[config.mk]
export PLATFORM = sky130hd
export DESIGN_NAME = ram_arbiter
export DESIGN_NICKNAME = d
export VERILOG_FILES = /design/src/rtl/ram_arbiter.sv
export SDC_FILE = /design/constraint.sdc
export NUM_CORES = 1
export LEC_CHECK = 0
export CORE_MARGIN = 1
export CORE_UTILIZATION = 46
export DETAILED_ROUTE_END_ITERATION = 10
export PLACE_DENSITY = 0.85
export SLEW_MARGIN = 40
export SYNTH_ARGS = -nofsm -noshare
export SYNTH_HDL_FRONTEND = slang
export SYNTH_SLANG_ARGS = --single-unit
[constraint.sdc]
create_clock -name clk -period 6.05 [get_ports clk]
set_input_delay 0.605 -clock clk [delete_from_list [all_inputs] [get_ports clk]]
set_output_delay 0.605 -clock clk [all_outputs]
set_load 0.05 [all_outputs]
[src/rtl/ram_arbiter.sv]
// rtl/ram_arbiter.sv - two-port round-robin arbiter and clear sequencer for a single-port RAM
//
// Ports:
//   clk, rst_n               clock (rising edge), asynchronous active-low reset
//   req0/1, we0/1            level request held until ack; 1 = write, 0 = read
//   addr0/1, wdata0/1        access address and write data per port
//   ack0/1                   one-cycle completion pulse per port
//   rdata0/1                 read data, valid from ack, held until the next read ack
//   clr_start                starts a fill sweep of every location (honoured in IDLE only)
//   clr_done                 one-cycle pulse after the last sweep write
//   busy                     high in every state except IDLE
//   ram_addr, ram_din, ram_wr  registered RAM controls
//   ram_dout                 combinational RAM read data for ram_addr

module ram_arbiter #(
    parameter int               AW   = 11,
    parameter int               DW   = 8,
    parameter logic [DW-1:0]    FILL = '0
) (
    input  logic          clk,
    input  logic          rst_n,
    input  logic          req0,
    input  logic          req1,
    input  logic          we0,
    input  logic          we1,
    input  logic [AW-1:0] addr0,
    input  logic [AW-1:0] addr1,
    input  logic [DW-1:0] wdata0,
    input  logic [DW-1:0] wdata1,
    output logic          ack0,
    output logic          ack1,
    output logic [DW-1:0] rdata0,
    output logic [DW-1:0] rdata1,
    input  logic          clr_start,
    output logic          clr_done,
    output logic          busy,
    output logic [AW-1:0] ram_addr,
    output logic [DW-1:0] ram_din,
    output logic          ram_wr,
    input  logic [DW-1:0] ram_dout
);

    typedef enum logic [1:0] {
        IDLE   = 2'd0,
        ACCESS = 2'd1,
        ACK    = 2'd2,
        CLEAR  = 2'd3
    } state_t;

    state_t state;

    // last_grant doubles as the port currently being served in ACCESS/ACK.
    logic last_grant;
    logic pick;

    // A lone request wins outright; on a tie the port not served last wins.
    assign pick = (req0 && req1) ? ~last_grant : req1;

    always_ff @(posedge clk or negedge rst_n) begin
        if (!rst_n) begin
            state      <= IDLE;
            ram_addr   <= '0;
            ram_din    <= '0;
            ram_wr     <= 1'b0;
            ack0       <= 1'b0;
            ack1       <= 1'b0;
            rdata0     <= '0;
            rdata1     <= '0;
            clr_done   <= 1'b0;
            busy       <= 1'b0;
            last_grant <= 1'b1;
        end else begin
            clr_done <= 1'b0;
            unique case (state)
                IDLE: begin
                    if (clr_start) begin
                        ram_addr <= '0;
                        ram_din  <= FILL;
                        ram_wr   <= 1'b1;
                        busy     <= 1'b1;
                        state    <= CLEAR;
                    end else if (req0 || req1) begin
                        ram_addr   <= pick ? addr1  : addr0;
                        ram_din    <= pick ? wdata1 : wdata0;
                        ram_wr     <= pick ? we1    : we0;
                        last_grant <= pick;
                        busy       <= 1'b1;
                        state      <= ACCESS;
                    end
                end
                ACCESS: begin
                    // ram_wr still holds the granted request's we here.
                    if (!ram_wr) begin
                        if (last_grant) rdata1 <= ram_dout;
                        else            rdata0 <= ram_dout;
                    end
                    if (last_grant) ack1 <= 1'b1;
                    else            ack0 <= 1'b1;
                    ram_wr <= 1'b0;
                    state  <= ACK;
                end
                ACK: begin
                    ack0  <= 1'b0;
                    ack1  <= 1'b0;
                    busy  <= 1'b0;
                    state <= IDLE;
                end
                CLEAR: begin
                    // Stop on the last address rather than wrapping to 0.
                    if (ram_addr != {AW{1'b1}}) begin
                        ram_addr <= ram_addr + AW'(1);
                    end else begin
                        ram_wr   <= 1'b0;
                        clr_done <= 1'b1;
                        busy     <= 1'b0;
                        state    <= IDLE;
                    end
                end
                default: state <= IDLE;
            endcase
        end
    end

endmodule

==> out/results.tsv <==
stage	metric	value	unit
run	drv_cap	0	
yosys	ys_ff_latch	43	
clock_network	clockBufferDepth	2	
sta	finalCritPeriodShare	38.9	%
critical_path	cp.arrival	2.54	ns
yosys	synthArstFlopShare	100	%
critical_path	critical-path-slowest-cell	or3_1	
routing	drt-met1-wl	2480	µm
critical_path	crit_type	reg -> reg	
layout	layout-drive-gt1-share	12.5	%
sta	hold_violations	0	
placement	io_buffers	92	
yosys	ys_seq_area_share	48.2	%
die	dieArea	5140	µm²
clock_network	cts_setup_buffers	0	
yosys	synth.most_common_cell	dfrtp_1	
routing	top_layer	met4	
layout	fin_area	3300	µm²
yosys	synth_cells	195	
die	io_pins	93	
yosys	yosysTopAreaCell	dfrtp_1	
clock_network	insertion_delay	0.29	ns
power	power_density	591	nW/µm²
status	status	finished, final reports clean	
routing	wl	5770	µm
critical_path	path_max_fanout	8	
routing	met2_length	2820	µm
critical_path	path_cells	ha_1 -> nand2_1 -> or3_1 -> o21ai_4 -> inv_4 -> a221o_1	
critical_path	cp-start-kind	flip-flop	
placement	placed_cell_area	3200	µm²
routing	drcViolationCount	0	
yosys	synthFlopType	dfrtp_1	
die	chipWidth	71.7	µm
yosys	netlist_top_cells_area	dfrtp_1 (47%), mux2i_1 (9.0%), mux2_2 (8.6%), o21ai_0 (2.9%), nand2_1 (2.5%)	
die	start_util	49.6	%
routing	drt-initial-drc-count	130	
clock_network	cts_resized	0	
sta	fin_crit	2.35	ns
clock_network	cts_root_buffer	clkbuf_8	
layout	stdcell_count	341	
global_routing	grt_max_degree	44	
clock_network	clk_pin_slew	0.08	ns
global_routing	grt_overflow	0	
clock_network	ctsHtreeMaxLevel	2	
power	total_power	0.00195	W
sta	setup_viol	0	
critical_path	slowest_delay	0.58	ns
routing	final_antenna_net_count	0	
die	die_h	71.7	µm
worst_hold_path	hold_path.class	in -> async	
placement	dp_hpwl	4090	µm
clock_network	cts_sinks	43	
critical_path	endpoint_kind	flip-flop	
yosys	yosysTopAreaCellShare	47.0	%
yosys	syn-num-nets	249	
placement	gp_congestion	0.860	
sta	drv_slew	0	
global_routing	grt_pass1_vias	2107	
yosys	syn_area_per_cell	11.5	µm²
sta	slew_headroom	56.4	%
global_routing	grt_usage	24.3	%
power	vdd_drop_max	0.000359	V
sta	rsz0062_at_grt	no	
placement	place_inst	333	
layout	num_antenna_cells	0	
power	p_leak	1.35	nW
critical_path	critPathRequiredTime	6.23	ns
sta	finClkSkew	0.00214	ns
routing	dr.pass1.iters	4	
layout	syn_to_final_growth	47.8	%
critical_path	cp_num_buf_inv	1	
clock_network	cts_tree	built	
layout	layout.nets	342	
yosys	synth_edf_count	0	
clock_network	cts_buffers	5	
sta	finalSetupTns	0	ns
yosys	yosys-top-cells-count	dfrtp_1 (42), mux2i_1 (20), mux2_2 (17)	
routing	avgViaCountPerCell	5.93	
global_routing	antenna_found_initial	0	
sta	max_freq	0.425	GHz
yosys	synth.distinct_cells	50	
critical_path	cp_top_family	simple AND/OR/NAND/NOR gates	
die	core	4500	µm²
clock_network	cts_hold_buf	0	
routing	wl_per_cell	16.9	µm
die	num_rows	24	
yosys	ys_warn_count	0	
routing	via_count	2023	
sta	tightest_slew	0.650	ns
yosys	synth_area	2230	µm²
global_routing	grt_pass1_wl	9870	µm
routing	wl_met3	395	µm
-- placed cells by master (no fill, tap or decap), drive strengths merged, types with 2 or more instances in the layout --
cell / n
a211oi: 2
a21oi: 4
a22o: 4
a31oi: 2
and2: 3
buf: 2
clkbuf: 7
clkdlybuf4s50: 91
dfrtp: 42
inv: 4
mux2: 19
mux2i: 20
nand2: 15
nand3: 5
nor2: 7
nor3: 6
o211a: 2
o211ai: 2
o21ai: 15
o221ai: 2
o22a: 3
o22ai: 4
o32a: 2
o32ai: 2
or3: 3
-- sequential cells by signal (all words and copies together), names as in the netlist --
signal / count
ack0: 1
ack1: 1
busy: 1
clr_done: 1
last_grant: 1
ram_addr: 11
ram_din: 8
ram_wr: 1
rdata0: 8
rdata1: 8
state: 2
-- metrics by stage --
stage          worst slack (ns)  hold WS [ns]  util [%]
2_1_floorplan              3.73         0.309         -
3_3_place_gp               3.56         0.465      70.7
3_5_place_dp               3.48         0.473      71.0
4_1_cts                    3.72         0.310      73.3
5_1_grt                    3.53         0.334      73.3
6_report                   3.70         0.294      73.3
-- kinds of logic (layout without fill, tap and decap cells) --
kind of cell               after synthesis  after routing  synth area share (%)
AOI/OAI and AO/OA                       56             56                  18.6
adders and majority gates                1              1                 0.560
buffers and inverters                   12            106                  2.80
DFF                                     43             43                  48.2
muxes                                   39             39                  18.9
and+or+nand+nor                         44             44                  11.0
-- worst paths after layout --
check / endpoint / slack, ns / cells after the start / from
worst min register to register: ram_din[4] / 0.48 / 2 / ram_din[4]
min in group clk: ram_din[4] / 0.48 / 2 / ram_din[4]
worst max-delay path: ram_addr[10] / 3.70 / 6 / ram_addr[0]
worst max register to register: ram_addr[10] / 3.70 / 6 / ram_addr[0]
max in group asynchronous: last_grant / 5.37 / 1 / rst_n
worst min-delay path: rdata0[2] / 0.29 / 1 / rst_n
-- metal layers --
metal,GRT usage [%],vias to the layer above
met5,0,-
met4,7.84,0
met3,5.77,13
met2,41.1,102
met1,30.8,976
li1,-,932
-- power breakdown --
part	internal [W]	switching, W
registers	0.000424	0.000136
clock network	0.000124	0.0000977
logic	0.000448	0.000721
-- worst register-to-register path, delay by kind of cell (launching register included) --
family | cells | cell delay [ns]
simple gates | 2 | 0.77
buf+inv | 1 | 0.10
flops | 1 | 0.48
fa+ha+maj | 1 | 0.26
compound gates | 2 | 0.64
-- layout make-up --
type	instances	area [µm²]
timing repair buffer	93	926
fill	331	1200
multi-input combinational	140	1110
clock inverter	1	30.0
clock buffer	7	76.3
tap	52	65.1
inverter	5	21.3
sequential	43	1080
Power figures use the tool's default switching activity.
